$ cat config.mk
export PLATFORM = sky130hd
export DESIGN_NAME = hilo_mul_unit
export DESIGN_NICKNAME = d
export VERILOG_FILES = /design/src/rtl/hilo_mul_unit.sv
export SDC_FILE = /design/constraint.sdc
export NUM_CORES = 1
export LEC_CHECK = 0
export CORE_MARGIN = 2
export CORE_UTILIZATION = 35
export CTS_BUF_LIST = sky130_fd_sc_hd__clkbuf_2
export DETAILED_ROUTE_END_ITERATION = 10
export GPL_TIMING_DRIVEN = 0
export PLACE_DENSITY_LB_ADDON = 0.05
export SYNTH_ARGS = -nofsm -noshare
export SYNTH_HDL_FRONTEND = slang
export SYNTH_SLANG_ARGS = --single-unit
$ cat constraint.sdc
create_clock -name Clock -period 22.6 [get_ports Clock]
set_clock_uncertainty 0.2 [all_clocks]
set_input_delay 5.65 -clock Clock [delete_from_list [all_inputs] [get_ports Clock]]
set_output_delay 5.65 -clock Clock [all_outputs]
set_load 0.02 [all_outputs]
$ cat src/rtl/hilo_mul_unit.sv
`default_nettype none
// ============================================================================
// Module      : hilo_mul_unit
// Description : Iterative WIDTHxWIDTH multiply / multiply-accumulate unit with
//               architectural HI/LO registers. One multiplier bit is retired
//               per cycle on magnitudes. The sign is fixed up in the final
//               cycle, where the result is also committed. Stall interlocks
//               the execute stage against HI/LO and MulOut hazards.
// Revision    : 1.0 - initial release
// ============================================================================
module hilo_mul_unit #(
    parameter int WIDTH = 32
) (
    input  logic             Clock,
    input  logic             Reset,
    input  logic             ALUOp,
    input  logic             MULOp,
    input  logic [5:0]       Func,
    input  logic             Valid,
    input  logic [WIDTH-1:0] A,
    input  logic [WIDTH-1:0] B,
    output logic             Busy,
    output logic             Done,
    output logic             Stall,
    output logic [WIDTH-1:0] HiLoOut,
    output logic [WIDTH-1:0] MulOut,
    output logic [WIDTH-1:0] HI,
    output logic [WIDTH-1:0] LO
);

    localparam int c_CNT_W = $clog2(WIDTH);
    localparam logic [c_CNT_W-1:0] c_CNT_LAST = c_CNT_W'(WIDTH - 1);

    localparam logic [1:0] c_ST_IDLE = 2'd0;
    localparam logic [1:0] c_ST_RUN  = 2'd1;
    localparam logic [1:0] c_ST_FIN  = 2'd2;

    // Latched operation kind, selects how the final product is committed
    localparam logic [1:0] c_K_MULT = 2'd0;
    localparam logic [1:0] c_K_MADD = 2'd1;
    localparam logic [1:0] c_K_MSUB = 2'd2;
    localparam logic [1:0] c_K_MUL  = 2'd3;

    logic [1:0]         r_state;
    logic [c_CNT_W-1:0] r_cnt;
    logic [2*WIDTH-1:0] r_prod;
    logic [WIDTH-1:0]   r_mcand;
    logic               r_neg;
    logic [1:0]         r_kind;
    logic [WIDTH-1:0]   r_hi;
    logic [WIDTH-1:0]   r_lo;
    logic [WIDTH-1:0]   r_mul_out;

    logic w_mfhi, w_mflo, w_mthi, w_mtlo, w_mul_req, w_signed;
    logic [1:0] w_kind;

    // Decode the function code of a live request into one-hot op flags
    always_comb begin
        w_mfhi    = 1'b0;
        w_mflo    = 1'b0;
        w_mthi    = 1'b0;
        w_mtlo    = 1'b0;
        w_mul_req = 1'b0;
        w_signed  = 1'b0;
        w_kind    = c_K_MULT;
        if (Valid && ALUOp && !MULOp) begin
            case (Func)
                6'h10: w_mfhi = 1'b1;
                6'h11: w_mthi = 1'b1;
                6'h12: w_mflo = 1'b1;
                6'h13: w_mtlo = 1'b1;
                6'h18: begin w_mul_req = 1'b1; w_signed = 1'b1; w_kind = c_K_MULT; end
                6'h19: begin w_mul_req = 1'b1; w_kind = c_K_MULT; end
                default: ;
            endcase
        end else if (Valid && MULOp && !ALUOp) begin
            case (Func)
                6'h00: begin w_mul_req = 1'b1; w_signed = 1'b1; w_kind = c_K_MADD; end
                6'h01: begin w_mul_req = 1'b1; w_kind = c_K_MADD; end
                6'h02: begin w_mul_req = 1'b1; w_signed = 1'b1; w_kind = c_K_MUL; end
                6'h04: begin w_mul_req = 1'b1; w_signed = 1'b1; w_kind = c_K_MSUB; end
                6'h05: begin w_mul_req = 1'b1; w_kind = c_K_MSUB; end
                default: ;
            endcase
        end
    end

    logic                 w_idle;
    logic                 w_any_op;
    logic [WIDTH-1:0]     w_abs_a;
    logic [WIDTH-1:0]     w_abs_b;
    logic                 w_neg_start;
    logic [WIDTH-1:0]     w_addend;
    logic [WIDTH:0]       w_sum;
    logic [2*WIDTH-1:0]   w_prod_step;
    logic [2*WIDTH-1:0]   w_prod_fin;
    logic [2*WIDTH-1:0]   w_hilo;

    assign w_idle   = (r_state == c_ST_IDLE);
    assign w_any_op = w_mfhi | w_mflo | w_mthi | w_mtlo | w_mul_req;

    // The most negative operand negates to itself, which is its correct
    // magnitude when read as unsigned.
    assign w_abs_a     = (w_signed && A[WIDTH-1]) ? -A : A;
    assign w_abs_b     = (w_signed && B[WIDTH-1]) ? -B : B;
    assign w_neg_start = w_signed & (A[WIDTH-1] ^ B[WIDTH-1]);

    // Multiplier sits in the low half of the product register and is shifted
    // out as the partial sum is shifted in from the top.
    assign w_addend    = r_prod[0] ? r_mcand : '0;
    assign w_sum       = {1'b0, r_prod[2*WIDTH-1:WIDTH]} + {1'b0, w_addend};
    assign w_prod_step = {w_sum, r_prod[WIDTH-1:1]};
    assign w_prod_fin  = r_neg ? -r_prod : r_prod;
    assign w_hilo      = {r_hi, r_lo};

    // Sequencer and shift-add datapath
    always_ff @(posedge Clock or posedge Reset) begin
        if (Reset) begin
            r_state <= c_ST_IDLE;
            r_cnt   <= '0;
            r_prod  <= '0;
            r_mcand <= '0;
            r_neg   <= 1'b0;
            r_kind  <= c_K_MULT;
        end else begin
            case (r_state)
                c_ST_IDLE: begin
                    if (w_mul_req) begin
                        r_state <= c_ST_RUN;
                        r_cnt   <= '0;
                        r_prod  <= {{WIDTH{1'b0}}, w_abs_b};
                        r_mcand <= w_abs_a;
                        r_neg   <= w_neg_start;
                        r_kind  <= w_kind;
                    end
                end
                c_ST_RUN: begin
                    r_prod <= w_prod_step;
                    r_cnt  <= r_cnt + 1'b1;
                    if (r_cnt == c_CNT_LAST) begin
                        r_state <= c_ST_FIN;
                    end
                end
                c_ST_FIN: r_state <= c_ST_IDLE;
                default:  r_state <= c_ST_IDLE;
            endcase
        end
    end

    // Architectural HI/LO and MulOut: committed in FIN, or written by MT* when idle
    always_ff @(posedge Clock or posedge Reset) begin
        if (Reset) begin
            r_hi      <= '0;
            r_lo      <= '0;
            r_mul_out <= '0;
        end else if (r_state == c_ST_FIN) begin
            case (r_kind)
                c_K_MULT: {r_hi, r_lo} <= w_prod_fin;
                c_K_MADD: {r_hi, r_lo} <= w_hilo + w_prod_fin;
                c_K_MSUB: {r_hi, r_lo} <= w_hilo - w_prod_fin;
                c_K_MUL:  r_mul_out    <= w_prod_fin[WIDTH-1:0];
                default:  ;
            endcase
        end else if (w_idle) begin
            if (w_mthi) r_hi <= A;
            if (w_mtlo) r_lo <= A;
        end
    end

    assign Busy    = !w_idle;
    assign Done    = (r_state == c_ST_FIN);
    // A MUL holds its consumer from issue until the FIN cycle, even once Valid drops
    assign Stall   = (!w_idle && (w_any_op || (r_kind == c_K_MUL))) ||
                     (w_idle && w_mul_req && (w_kind == c_K_MUL));
    assign HiLoOut = (w_idle && w_mfhi) ? r_hi :
                     (w_idle && w_mflo) ? r_lo : '0;
    assign MulOut  = r_mul_out;
    assign HI      = r_hi;
    assign LO      = r_lo;

endmodule
`default_nettype wire

==> flow_metrics.py, run 1 <==
metrics = {
    "cts": {
        "cts_buffer_depth": 3,
        "postCtsSetupRepairBufs": 0,
        "root_buffer": "clkbuf_2",
        "postCtsResizedCells": 0,
        "path_clk_slew_ns": 0.10,
        "holdBufCountCts": 0,
        "cts_sinks": 202,
        "htreeDepth": 2,
        "clock_latency_ns": 1.06,
        "numCtsBuffers": 56,
        "cts_tree": "done",
    },
    "sta": {
        "fmax_mhz": 65.6,
        "setup_viol": 0,
        "fin_crit_sh": 0.674,
        "tightest_slew_ns": 1.21,
        "post-route-min-period_ns": 15.24,
        "hold_viol_final": 0,
        "slew_headroom": 0.190,
        "maxSlewViolCount": 0,
        "rsz0062_at_grt": "false",
        "setup_tns_ns": 0,
        "fin_hold_ws_ns": 0.294,
    },
    "critical_path": {
        "start_kind": "input port",
        "crit_required_ns": 16.75,
        "rrSetupSlack_ns": 14.63,
        "cp.arrival_ns": 9.39,
        "endpoint_kind": "output pin",
        "cp_max_fo": 10,
        "crit_type": "in2out",
    },
    "die": {
        "fp.coreArea_mm2": 0.0615,
        "die_w_um": 253,
        "placementRows": 91,
        "start_util": 0.353,
        "die_h_um": 253,
        "ioPinCount": 206,
        "die_area_mm2": 0.0640,
    },
    "drt": {
        "drc": 0,
        "first_pass_iters": 5,
        "totalWireLength_um": 117000,
        "via_per_inst": 6.27,
        "postRouteAntennaNets": 0,
        "routed-via-count": 24754,
        "drt_iter0_markers": 2660,
        "wire_per_inst_um": 29.6,
    },
    "yosys": {
        "avgSynthCellArea_um2": 7.62,
        "yosysTopAreaCellShare": 0.233,
        "async_reset_ff_frac": 1.00,
        "ys_ff_latch": 202,
        "synth_fp_nets": 3107,
        "seq_area_frac_synth": 0.233,
        "syn_inst": 2848,
        "synth_edf_count": 0,
        "yosys-top-cells-area": "dfrtp_1 23%, ha_1 10%, o21ai_0 7.1%, a21oi_1 5.9%, nand2_1 4.7%",
        "ys_warn_count": 0,
        "yosysMostFrequentCell": "o21ai_0",
        "synth_cell_types": 87,
        "synthTopCellsByCount": "306 x o21ai_0, 270 x nand2_1, 254 x a21oi_1, 202 x dfrtp_1, 181 x ha_1",
        "synth_top_cell_by_area": "dfrtp_1",
        "netlist_area_mm2": 0.0217,
        "ys.flop_type": "dfrtp_1",
    },
    "placement": {
        "io_buffers": 204,
        "globalplace.congestion": 1.01,
        "dpl-instance-area_mm2": 0.0248,
        "dpl.hpwl_um": 95000,
    },
    "cells_and_area": {
        "fillers": 6529,
        "drive_gt1_frac": 0.0450,
        "nets": 3371,
        "stdcell_area_mm2": 0.0253,
        "final_core_util": 0.412,
        "multi_input_comb_area_mm2": 0.0154,
        "seqCellArea_mm2": 0.00505,
        "area_delta_synth_final_pct": 16.7,
    },
    "pwr": {
        "total_power_mw": 2.57,
        "leakagePower_nw": 10.6,
        "powerDensity_mw_per_mm2": 101,
        "ir_drop_mv": 0.0536,
    },
    "grt": {
        "grt_max_degree": 118,
        "top_usage_layer": "met2",
        "grt_pass1_vias": 23888,
        "met2_usage": 0.559,
        "use_met3": 0.0475,
        "met1_usage": 0.483,
        "grt_usage": 0.356,
        "grt_pass1_wl_um": 166000,
        "antenna_found_initial": 1,
        "overflow": 0,
    },
    "min_path": {
        "min_path_type": "reg2reg",
    },
    "flow_run": {
        "drv_cap": 0,
    },
    "run_status": {
        "status": "complete, no violations",
    },
}
==> critical path: stages <==
cell             delay, ns
clkdlybuf4s50_1       0.46
nor4bb_1              0.37
nand3_1               0.20
or2_2                 0.33
nor3_1                0.92
clkbuf_1              0.43
a22o_1                0.35
clkdlybuf4s50_1       0.65
==> per-layer routing <==
layer	vias up	routed length [µm]
li1	11013	-
met1	12197	50300
met2	1282	51100
met3	262	9070
met4	0	6230
met5	-	0
==> layout by cell type (no fill, tap or decap), drive strengths merged, types with 15 or more instances in the layout <==
cell and instances:
nor4 31, nand2 270, nand2b 21, o41ai 18
o21a 16, dfrtp 202, nor3 55, nand3 65
a21oi 254, nand4 24, or4 25, clkinv 24
a22oi 38, xnor2 111, o21bai 45, a31oi 33
clkdlybuf4s50 204, o22ai 15, nor2b 24, o21ai 311
or3 24, a221oi 39, a211oi 33, ha 181
nor2 179, o31ai 60, xor2 107, o211ai 26
o221ai 25, and2 39, and3 23, or2 16
a22o 33, clkbuf 231, a21o 42, inv 162
==> per-stage QoR <==
step,worst slack (ns),std cells
floorplan,9.40,2848
global placement,7.56,3842
detailed placement,7.53,3844
CTS,7.54,3945
global route,7.23,3946
finish,7.36,3947
==> where the power goes <==
part	internal (mW)	leakage [nW]	switching, mW
Sequential	0.429	2.71	0.121
Clock	0.117	0.395	0.182
Combinational	0.518	7.51	1.20
Total	1.06	10.6	1.50
==> sequential cells by signal (all words and copies together), names as in the netlist <==
| signal | flops |
|---|---|
| HI | 32 |
| LO | 32 |
| MulOut | 32 |
| r_cnt | 5 |
| r_kind | 2 |
| r_mcand | 32 |
| r_neg | 1 |
| r_prod | 64 |
| r_state | 2 |
==> path summary, 6_finish.rpt <==
check,endpoint,cells after the start,startpoint
setup / recovery,HiLoOut[27],8,Func[2]
hold reg to reg,r_mcand[31],2,r_mcand[31]
max in group asynchronous,LO[25],3,Reset
min in group asynchronous,r_prod[12],2,Reset
hold / removal,r_mcand[31],2,r_mcand[31]
setup reg to reg,HI[23],20,r_prod[0]
==> area by class of cell <==
type | count | area share
antenna | 2 | 0.000198
buffer | 165 | 0.0264
clock buffer | 78 | 0.0154
clock inverter | 23 | 0.00583
inverter | 165 | 0.0248
multi-input combinational | 2316 | 0.607
sequential | 202 | 0.200
tap | 790 | 0.0391
timing repair buffer | 206 | 0.0821
==> cells by family after synthesis <==
family,Yosys count,synth area share
AO/OA/AOI/OAI,1077,0.321
AND/OR/NAND/NOR,823,0.184
buffers and inverters,330,0.0594
XOR/XNOR,218,0.0887
flip-flops,202,0.233
adder cells (fa/ha/maj),184,0.107
multiplexers,14,0.00663
Note: power is estimated with default switching activity, not from simulation.
==> run 2, diff against run 1 <==
clock period = 12.9 ns   (was 22.6 ns; I/O delays follow)
==> results of run 2 <==
Same layout as run 1 (identical final DEF). Status: complete, no violations.
Among the figures that moved: setup slack after placement 7.53 ns -> 2.68 ns; setup slack after layout 7.36 ns -> 2.51 ns; register-to-register setup slack 14.63 ns -> 4.93 ns; total power 2.57 mW -> 4.50 mW; worst IR drop on VDD 0.0536 mV -> 0.0938 mV
